$ cat config.mk
export PLATFORM = sky130hd
export DESIGN_NAME = sequence_generator_flat
export DESIGN_NICKNAME = d
export VERILOG_FILES = /design/src/rtl/sequence_generator_if.sv /design/src/rtl/sequence_generator.sv /design/src/flat_wrapper.sv
export SDC_FILE = /design/constraint.sdc
export NUM_CORES = 1
export LEC_CHECK = 0
export CAP_MARGIN = 20
export CORE_MARGIN = 8
export CORE_UTILIZATION = 35
export DETAILED_ROUTE_END_ITERATION = 16
export DONT_BUFFER_PORTS = 1
export GPL_TIMING_DRIVEN = 0
export PLACE_DENSITY = 0.53
export RECOVER_POWER = 100
export SLEW_MARGIN = 20
export SYNTH_ARGS = -nofsm -noshare
export SYNTH_HDL_FRONTEND = slang
export SYNTH_SLANG_ARGS = --single-unit
$ cat constraint.sdc
create_clock -name clk -period 3.6 [get_ports clk]
set_input_delay 0.54 -clock clk [delete_from_list [all_inputs] [get_ports clk]]
set_output_delay 0.54 -clock clk [all_outputs]
set_load 0.05 [all_outputs]
$ cat src/rtl/sequence_generator_if.sv
// rtl/sequence_generator_if.sv - control/handshake bundle between the sequence generator and its consumer
interface sequence_generator_if #(
  parameter int SEQ_INDEX_BITS = 4
);
  logic                      start;
  logic                      halt;
  logic                      available;
  logic                      ready;
  logic                      first;
  logic                      finished;
  logic [SEQ_INDEX_BITS-1:0] seq_index;
  logic [SEQ_INDEX_BITS-1:0] seq_top;
  logic [4:0]                seq_gate;

  modport master (
    input  start, halt, available,
    output ready, first, finished, seq_index, seq_top, seq_gate
  );

  modport slave (
    output start, halt, available,
    input  ready, first, finished, seq_index, seq_top, seq_gate
  );
endinterface

$ cat src/rtl/sequence_generator.sv
// rtl/sequence_generator.sv - odometer enumerator of gate sequences, presented most-significant digit first
module sequence_generator #(
  parameter int SEQ_INDEX_BITS    = 4,
  parameter int HIGHEST_SEQ_INDEX = 9,
  parameter int HIGHEST_GATE      = 15
) (
  input logic                 clk,
  input logic                 reset,
  sequence_generator_if.master bus
);
  localparam int NUM_DIGITS = HIGHEST_SEQ_INDEX + 1;
  localparam logic [4:0] MAX_GATE = 5'(HIGHEST_GATE);
  localparam logic [SEQ_INDEX_BITS-1:0] MAX_TOP = SEQ_INDEX_BITS'(HIGHEST_SEQ_INDEX);

  localparam logic [1:0] IDLE     = 2'd0;
  localparam logic [1:0] EMIT     = 2'd1;
  localparam logic [1:0] ADVANCE  = 2'd2;
  localparam logic [1:0] FINISHED = 2'd3;

  logic [1:0]                state;
  logic [4:0]                digit     [NUM_DIGITS];
  logic [4:0]                inc_digit [NUM_DIGITS];
  logic                      carry;
  logic [SEQ_INDEX_BITS-1:0] k_idx;
  logic [4:0]                k_gate;
  logic [4:0]                down_gate;
  logic                      start_ok;

  // One-cycle odometer increment over the active digits; k is the highest digit that moved.
  always_comb begin
    carry  = 1'b1;
    k_idx  = '0;
    k_gate = '0;
    for (int i = 0; i < NUM_DIGITS; i++) begin
      inc_digit[i] = digit[i];
      if (carry && (i <= int'(bus.seq_top))) begin
        if (digit[i] == MAX_GATE) begin
          inc_digit[i] = '0;
        end else begin
          inc_digit[i] = digit[i] + 5'd1;
          carry        = 1'b0;
          k_idx        = SEQ_INDEX_BITS'(i);
          k_gate       = digit[i] + 5'd1;
        end
      end
    end
  end

  // Digit that becomes visible after a transfer at seq_index > 0.
  always_comb begin
    down_gate = '0;
    for (int i = 0; i < NUM_DIGITS; i++) begin
      if (SEQ_INDEX_BITS'(i) + 1'b1 == bus.seq_index) begin
        down_gate = digit[i];
      end
    end
  end

  assign start_ok = bus.start &&
                    ((state == IDLE) || ((state == FINISHED) && !bus.halt));

  always_ff @(posedge clk or negedge reset) begin
    if (!reset) begin
      state         <= IDLE;
      bus.ready     <= 1'b0;
      bus.first     <= 1'b0;
      bus.finished  <= 1'b0;
      bus.seq_index <= '0;
      bus.seq_gate  <= '0;
      bus.seq_top   <= '0;
      for (int i = 0; i < NUM_DIGITS; i++) digit[i] <= '0;
    end else if (start_ok) begin
      state         <= EMIT;
      bus.ready     <= 1'b1;
      bus.first     <= 1'b1;
      bus.finished  <= 1'b0;
      bus.seq_index <= '0;
      bus.seq_gate  <= '0;
      bus.seq_top   <= '0;
      for (int i = 0; i < NUM_DIGITS; i++) digit[i] <= '0;
    end else if (bus.halt && (state != IDLE)) begin
      state        <= FINISHED;
      bus.ready    <= 1'b0;
      bus.finished <= 1'b1;
    end else begin
      case (state)
        EMIT: begin
          if (bus.available) begin
            if (bus.seq_index != '0) begin
              bus.seq_index <= bus.seq_index - 1'b1;
              bus.seq_gate  <= down_gate;
              bus.first     <= 1'b0;
            end else begin
              state     <= ADVANCE;
              bus.ready <= 1'b0;
            end
          end
        end
        ADVANCE: begin
          if (!carry) begin
            for (int i = 0; i < NUM_DIGITS; i++) digit[i] <= inc_digit[i];
            state         <= EMIT;
            bus.ready     <= 1'b1;
            bus.seq_index <= k_idx;
            bus.seq_gate  <= k_gate;
            bus.first     <= (k_idx == bus.seq_top);
          end else if (bus.seq_top < MAX_TOP) begin
            // Odometer rolled over: grow by one digit and restart from all zeros.
            for (int i = 0; i < NUM_DIGITS; i++) digit[i] <= '0;
            state         <= EMIT;
            bus.ready     <= 1'b1;
            bus.seq_top   <= bus.seq_top + 1'b1;
            bus.seq_index <= bus.seq_top + 1'b1;
            bus.seq_gate  <= '0;
            bus.first     <= 1'b1;
          end else begin
            state        <= FINISHED;
            bus.finished <= 1'b1;
          end
        end
        IDLE, FINISHED: begin
        end
        default: state <= IDLE;
      endcase
    end
  end
endmodule

$ cat src/flat_wrapper.sv
// flat-port wrapper written by rule: the top's interface ports become plain ports
module sequence_generator_flat 
#(
  parameter int SEQ_INDEX_BITS    = 4,
  parameter int HIGHEST_SEQ_INDEX = 9,
  parameter int HIGHEST_GATE      = 15
)
  (clk, reset, bus_start, bus_halt, bus_available, bus_ready, bus_first, bus_finished, bus_seq_index, bus_seq_top, bus_seq_gate);
  sequence_generator_if #(.SEQ_INDEX_BITS(SEQ_INDEX_BITS)) bus_i ();
  input logic clk;
  input logic reset;
  input wire logic [$bits(bus_i.start)-1:0] bus_start;
  input wire logic [$bits(bus_i.halt)-1:0] bus_halt;
  input wire logic [$bits(bus_i.available)-1:0] bus_available;
  output wire logic [$bits(bus_i.ready)-1:0] bus_ready;
  output wire logic [$bits(bus_i.first)-1:0] bus_first;
  output wire logic [$bits(bus_i.finished)-1:0] bus_finished;
  output wire logic [$bits(bus_i.seq_index)-1:0] bus_seq_index;
  output wire logic [$bits(bus_i.seq_top)-1:0] bus_seq_top;
  output wire logic [$bits(bus_i.seq_gate)-1:0] bus_seq_gate;
  assign bus_i.start = bus_start;
  assign bus_i.halt = bus_halt;
  assign bus_i.available = bus_available;
  assign bus_ready = bus_i.ready;
  assign bus_first = bus_i.first;
  assign bus_finished = bus_i.finished;
  assign bus_seq_index = bus_i.seq_index;
  assign bus_seq_top = bus_i.seq_top;
  assign bus_seq_gate = bus_i.seq_gate;
  sequence_generator #(.SEQ_INDEX_BITS(SEQ_INDEX_BITS), .HIGHEST_SEQ_INDEX(HIGHEST_SEQ_INDEX), .HIGHEST_GATE(HIGHEST_GATE)) u_core (.clk(clk), .reset(reset), .bus(bus_i));
endmodule
# Yosys cells after proc, flatten, opt, wreduce, memory -nomap -nowiden

Cells that the tools add are included.

Bits in registers: 68
Input port bits: 5
Output and inout port bits: 16
Word-level logic and storage cells: 252

$add $sub $neg: 12
Order comparisons: 10
Eq/ne operators: 33
Muxes and demuxes: 132
Reductions and logical operators: 48

Operators with widths:

| cell                                                                            | number |
|---|---|
| 5-bit 2-to-1 mux                                                                | 53 |
| 50-bit 2-to-1 mux                                                               | 5 |
| 4-bit 2-to-1 mux                                                                | 27 |
| 5-bit by 1-bit adder with 5-bit output, second input constant                   | 10 |
| 5-bit by 4-bit equality test with 1-bit output, second input constant           | 10 |
| 4-bit AND reduction                                                             | 11 |
| 1-bit 2-to-1 mux                                                                | 36 |
| 3-bit nonzero test                                                              | 12 |
| 3-bit by 4-bit equality test with 1-bit output, first input constant            | 4 |
| 3-bit by 4-bit less-or-equal comparator with 1-bit output, first input constant | 4 |
| 4-bit equality test, first input constant                                       | 3 |
| 1-bit logical AND                                                               | 12 |
| 2-bit 2-to-1 mux                                                                | 6 |
| 5-bit case mux with 2 select lines                                              | 1 |
| 3-bit AND reduction                                                             | 3 |
| 2-bit by 4-bit equality test with 1-bit output, first input constant            | 2 |
| 2-bit by 4-bit less-or-equal comparator with 1-bit output, first input constant | 2 |
| 4-bit less-or-equal comparator, first input constant                            | 2 |
| 4-bit by 2-bit != test with 1-bit output, second input constant                 | 2 |
| 4-bit case mux with 2 select lines                                              | 1 |
| 2-bit nonzero test                                                              | 4 |
| 4-bit nonzero test                                                              | 2 |
| 3-bit by 1-bit != test with 1-bit output, second input constant                 | 2 |
| 5-bit != test, second input constant                                            | 1 |
| other kinds (18)                                                                | 20 |

# Depth between registers and ports, before layout

Depth in word-level cells: 25
Depth in mapped cells: 12
Depth with buffers taken out: 10

# Least setup slack after synthesis

Ideal clock, no wire load.

Path kind: reg-to-reg
From: reg u_core.bus.seq_top[0]
To: reg u_core.bus.first
Library setup time: 0.077 ns
Data arrival time: 3.310 ns
Required time: 3.523 ns
Path slack: 0.212 ns
Stages on the path, launching flop included: 12
Buffers on the path: 1
Path through: dfrtp_1 inv_1 ha_1 or4_1 a221oi_4 nand3_2 buf_6 or2_1 or4_1 nand3_1 nand4_1 a21oi_1

Longest elaborated chain between the ends: 24
Elaborated cells between the ends (all ways): 60

Ends and longest elaborated chain:

| element                                                      | line                                               | RTL |
|---|---|---|
| from (decl)                                                  | sequence_generator_if.sv:17                        | `output ready, first, finished, seq_index, seq_top, seq_gate` |
| from (signal assigned)                                       | sequence_generator.sv:112                          | `bus.seq_top <= bus.seq_top + 1'b1;` |
| 1-bit by 4-bit less-or-equal comparator with 1-bit output    | sequence_generator.sv:36                           | `if (carry && (i <= int'(bus.seq_top))) begin` |
| 1-bit logical AND                                            | sequence_generator.sv:36                           |  |
| 4-bit 2-to-1 mux / 1-bit 2-to-1 mux (equally long branches)  | sequence_generator.sv:36                           |  |
| 4-bit 2-to-1 mux (tied with other cells)                     | sequence_generator.sv:37                           | `if (digit[i] == MAX_GATE) begin` |
| 4-bit 2-to-1 mux / 1-bit 2-to-1 mux (equally long branches)  | sequence_generator.sv:36                           |  |
| 4-bit 2-to-1 mux (tied with other cells)                     | sequence_generator.sv:37                           |  |
| 4-bit 2-to-1 mux / 1-bit 2-to-1 mux (equally long branches)  | sequence_generator.sv:36                           |  |
| 4-bit 2-to-1 mux (tied with other cells)                     | sequence_generator.sv:37                           |  |
| [... 8 more ...]                                             | --                                                 |  |
| 4-bit 2-to-1 mux / 1-bit 2-to-1 mux (equally long branches)  | sequence_generator.sv:36                           |  |
| 4-bit 2-to-1 mux / 1-bit logical AND (equally long branches) | sequence_generator.sv:37, sequence_generator.sv:36 |  |
| 4-bit 2-to-1 mux                                             | sequence_generator.sv:36                           |  |
| 4-bit equality test                                          | sequence_generator.sv:106                          | `bus.first <= (k_idx == bus.seq_top);` |
| 1-bit 2-to-1 mux                                             | sequence_generator.sv:100                          | `if (!carry) begin` |
| 1-bit case mux with 2 select lines                           | sequence_generator.sv:86                           | `case (state)` |
| 1-bit 2-to-1 mux                                             | sequence_generator.sv:81                           | `end else if (bus.halt && (state != IDLE)) begin` |
| 1-bit 2-to-1 mux                                             | sequence_generator.sv:72                           | `end else if (start_ok) begin` |
| to (signal assigned)                                         | sequence_generator.sv:106                          |  |
| to (decl)                                                    | sequence_generator_if.sv:17                        |  |

Parallel ways exist; a longest one is shown, timed or not. The select of a mux whose other input is x is not followed.
A chain may end at the register's enable or synchronous reset.

# Worst setup path in the final report

From: reg u_core.bus.seq_top[3]
To: reg u_core.bus.seq_gate[0]

Longest elaborated chain between the ends: 23
Elaborated cells between the ends (all ways): 59

Ends and longest elaborated chain:

| element                                                     | line                        | RTL |
|---|---|---|
| 1-bit by 4-bit less-or-equal comparator with 1-bit output   | sequence_generator.sv:36    |  |
| 1-bit logical AND                                           | sequence_generator.sv:36    |  |
| 5-bit 2-to-1 mux / 1-bit 2-to-1 mux (equally long branches) | sequence_generator.sv:36    |  |
| 5-bit 2-to-1 mux (tied with other cells)                    | sequence_generator.sv:37    |  |
| 5-bit 2-to-1 mux / 1-bit 2-to-1 mux (equally long branches) | sequence_generator.sv:36    |  |
| 5-bit 2-to-1 mux (tied with other cells)                    | sequence_generator.sv:37    |  |
| 5-bit 2-to-1 mux / 1-bit 2-to-1 mux (equally long branches) | sequence_generator.sv:36    |  |
| 5-bit 2-to-1 mux (tied with other cells)                    | sequence_generator.sv:37    |  |
| [... 7 more ...]                                            | --                          |  |
| 5-bit 2-to-1 mux (tied with other cells)                    | sequence_generator.sv:37    |  |
| 5-bit 2-to-1 mux / 1-bit 2-to-1 mux (equally long branches) | sequence_generator.sv:36    |  |
| 5-bit 2-to-1 mux (tied with other cells)                    | sequence_generator.sv:37    |  |
| 5-bit 2-to-1 mux / 1-bit 2-to-1 mux (equally long branches) | sequence_generator.sv:36    |  |
| 5-bit 2-to-1 mux                                            | sequence_generator.sv:100   |  |
| 5-bit case mux with 2 select lines                          | sequence_generator.sv:86    |  |
| 5-bit 2-to-1 mux                                            | sequence_generator.sv:81    |  |
| 5-bit 2-to-1 mux                                            | sequence_generator.sv:72    |  |
| to (signal assigned)                                        | sequence_generator.sv:91    | `bus.seq_gate <= down_gate;` |
| to (signal assigned)                                        | sequence_generator.sv:105   | `bus.seq_gate <= k_gate;` |
| to (decl)                                                   | sequence_generator_if.sv:17 |  |

Parallel ways exist; a longest one is shown, timed or not. The select of a mux whose other input is x is not followed.

==> qor.txt <==
========================================================================================================
Status .................................................................................... finished, violations left
Violations in the final reports ........................................................... capacitance limit, slew limit
Number of antenna violations at the first check in global routing .........................            1
Switching Power ...........................................................................     1.533 mW
Setup repair after global routing missed its margin .......................................          yes
Count of placed standard cells in the final layout, fillers left out ......................          862
Fraction of power consumed by the clock network ...........................................        25.0%
DIE HEIGHT ................................................................................     136.9 um
Die span in x .............................................................................     136.9 um
Synthesis-to-layout area growth ...........................................................       13.94%
Type of the worst setup path .............................................................. flop to flop
Clock latency at the later pin of the worst-skew pair .....................................      0.34 ns
Worst Max-Slew Pin Slew ...................................................................     1.743 ns
Source of the worst hold timing path ......................................................     bus_halt
Crit share post-route .....................................................................       99.08%
Period minus WS final .....................................................................     3.567 ns
Register share of total power .............................................................        34.7%
Minimum hold slack ........................................................................    0.4258 ns
Register bit count reported by yosys ......................................................           68
Avg Vias per Cell .........................................................................        6.130
Yosys warnings ............................................................................            0
Combinational share of power ..............................................................        40.3%
Post-DP HPWL ..............................................................................     14120 um
Largest vdd supply drop ...................................................................  0.0003981 V
EDFF count, synth .........................................................................            0
Switching share of power ..................................................................       46.52%
Root cell of the clock tree ............................................................... sky130_fd_sc_hd__clkbuf_16
Fmax ......................................................................................   0.2804 GHz
Global router's overall resource usage ....................................................       20.76%
Static leakage power ......................................................................     2.358 nW
I/O Buffers ...............................................................................            0
WL per Instance ...........................................................................     22.18 um
Iteration-0 DRC count of the detailed router ..............................................          568
Total chip power ..........................................................................     3.295 mW
Maximum root-to-sink buffer count .........................................................            2
Inst Count DP .............................................................................          835
Setup ws final ............................................................................   0.03304 ns
Pin count of the biggest net entering global routing ......................................           69
Net Count, Synth ..........................................................................          679
Post-CTS clock slew at the launch and capture registers of the worst setup and hold paths .      0.06 ns
Seq/Total Area, Yosys .....................................................................       33.27%
Leading cell types in the layout, fill and taps excluded .................................. sky130_fd_sc_hd__nand2_1, sky130_fd_sc_hd__o21ai_0, sky130_fd_sc_hd__dfrtp_1
Count of nets after finishing .............................................................          700
Total clock sinks .........................................................................           68
Int Pwr ...................................................................................     1.762 mW
Worst setup path startpoint ............................................................... u_core.bus.seq_top[3]
R2R Path Start ............................................................................ u_core.bus.seq_top[3]
Final worst clock skew ....................................................................  0.007310 ns
Path type of the worst min-delay path ..................................................... primary input to flop
TritonCTS buffer count ....................................................................            9
Utilization after layout ..................................................................       40.41%
Gate Count Post-Synth .....................................................................          651
Final Hold Viols ..........................................................................            0
Detailed Route WL .........................................................................     19120 um
Core Area .................................................................................  0.01442 mm2
Via count .................................................................................         5284
Final weighted congestion in routability-driven placement .................................       0.9317
Cell area after synthesis ................................................................. 0.005115 mm2
Global-route congestion overflow total ....................................................            0
Proportion of layout cells with a drive suffix above 1 ....................................       9.010%
# rows ....................................................................................           44
Async set-or-reset flop fraction in the synthesized netlist ...............................       100.0%
I/O pin cnt ...............................................................................           21
Worst slew slack as a fraction of its limit ...............................................      -16.17%
Antenna Violating Nets Remaining ..........................................................            0
Average cell area after synthesis .........................................................    7.857 um2
Place WS ..................................................................................    -1.044 ns
Predominant post-synthesis flop cell ...................................................... sky130_fd_sc_hd__dfrtp_1
Arrival time at the worst endpoint ........................................................      3.80 ns
CTS tree ..................................................................................          yes
Remaining DRCs ............................................................................            0
Critical path launch point type ...........................................................         flop
Crit path required time ...................................................................      3.83 ns
H-tree levels .............................................................................            3
Die Outline Area ..........................................................................  0.01874 mm2
First-pass GRT wire length ................................................................     29190 um
Power per cell area ....................................................................... 565.3 mW/mm2
Pins Over Slew Limit ......................................................................           69
Detailed-router iteration count before antenna repair .....................................            5
Worst Path Max Fanout .....................................................................            8
Number of distinct library cells after synthesis ..........................................           64
Number of setup violations in the final report ............................................            0
Initial core utilization ..................................................................       35.46%
Leading cell type in the layout, fill and taps excluded ................................... sky130_fd_sc_hd__nand2_1
Sort of element at the end of the critical path ...........................................         flop
Number of max-cap violations ..............................................................            1
Number of global-route vias before repair .................................................         4975
========================================================================================================
## metrics by stage
stage | setup TNS (ns) | cell area (um2)
finish | 0 | 5828
global route | -0.05875 | 5828
CTS | 0 | 5753
detailed placement | -49.82 | 5345
global placement | -52.32 | 5345
floorplan | 0 | 5115
## state kept, by name, indices dropped and copies added (netlist names)
signal                flops
u_core.bus.seq_top        4
u_core.digit             50
u_core.bus.seq_index      4
u_core.bus.ready          1
u_core.bus.seq_gate       5
u_core.bus.first          1
u_core.bus.finished       1
u_core.state              2
## worst max-delay path, cell delays in order (launching register included)
cell                        delay, ns
sky130_fd_sc_hd__dfrtp_2         0.55
sky130_fd_sc_hd__or4_1           0.62
sky130_fd_sc_hd__buf_2           0.21
sky130_fd_sc_hd__nand3_1         0.27
sky130_fd_sc_hd__o221a_2         0.26
sky130_fd_sc_hd__o21ai_0         0.11
sky130_fd_sc_hd__a2111oi_0       0.73
sky130_fd_sc_hd__and3_1          0.30
sky130_fd_sc_hd__o21ai_0         0.12
sky130_fd_sc_hd__a32o_1          0.27
## final timing paths
kind	to	slack (ns)	cells after the start
max	u_core.bus.seq_gate[0]	0.03	9
min	u_core.state[0]	0.43	2
max reg2reg	u_core.bus.seq_gate[0]	0.03	9
min reg2reg	u_core.digit[36]	0.55	2
max in group asynchronous	u_core.bus.seq_top[0]	1.68	1
min in group asynchronous	u_core.digit[45]	0.66	1
## cell families after synthesis
logic type / synth area share (%)
muxes: 0.8317
and+or+nand+nor: 26.13
buffers and inverters: 3.987
DFF: 33.27
adders and majority gates: 5.626
AOI/OAI and AO/OA: 26.22
xor gates and xnor gates: 3.938
## metal layers
metal	up-vias	GRT usage (%)	wire (um)
met3	39	5.874	1595
met1	2580	28.04	8478
li1	2440	-	-
met2	225	29.72	8456
met4	0	10.20	589
met5	-	0	0
## cell type report
class / count / area (um2)
clock buffers: 14 / 254.0
diodes: 1 / 2.502
flip-flops and latches: 68 / 1709
well taps: 184 / 230.2
clock inverters: 2 / 10.01
repair buffers: 10 / 77.57
plain buffers: 36 / 161.4
multi-input cells: 532 / 3323
inverters: 15 / 60.06
fillers: 1508 / 8596
## timing repair
action,CTS,global route
pin swaps,2,3
hold endpoints to repair,68,0
buffers inserted,1,8
setup endpoints to repair,67,47
resized for setup,27,11
hold buffers,1,0
## synthesized netlist by cell type (all sizes together), types with 3 or more instances
| cell | count | area [um2] |
|---|---|---|
| nor2 | 44 | 167.7 |
| o31ai | 15 | 112.6 |
| or2 | 4 | 25.03 |
| and2 | 6 | 37.54 |
| a21o | 5 | 37.54 |
| a31oi | 11 | 83.83 |
| dfrtp | 68 | 1702 |
| a211oi | 6 | 45.04 |
| nor4 | 4 | 31.28 |
| o211ai | 4 | 30.03 |
| inv | 15 | 56.30 |
| ha | 23 | 287.8 |
| nand2 | 97 | 364.1 |
| xnor2 | 10 | 87.58 |
| nand2b | 6 | 37.54 |
| buf | 7 | 38.79 |
| and3 | 8 | 50.05 |
| nor3 | 12 | 60.06 |
| a21oi | 50 | 250.2 |
| nand4b | 9 | 78.83 |
| nand4 | 9 | 56.30 |
| nand3 | 43 | 220.2 |
| o21ai | 71 | 355.3 |
| or4 | 3 | 22.52 |
| a22o | 3 | 26.28 |
| o22ai | 10 | 62.56 |
| xor2 | 13 | 113.9 |
| a21boi | 9 | 67.56 |
| nand3b | 8 | 60.06 |
| clkbuf | 29 | 108.9 |
| nor2b | 8 | 50.05 |
| a32o | 7 | 70.07 |
## power groups by stage
stage / registers (mW) / clock network [mW] / logic [mW]
5_1_grt: 1.16 / 0.872 / 1.44
4_1_cts: 1.15 / 0.838 / 1.28
3_3_place_gp: 1.16 / 0 / 1.24
2_1_floorplan: 1.11 / 0 / 0.807
6_report: 1.14 / 0.825 / 1.33
3_5_place_dp: 1.16 / 0 / 1.23
Note: power is estimated with default switching activity, not from simulation.
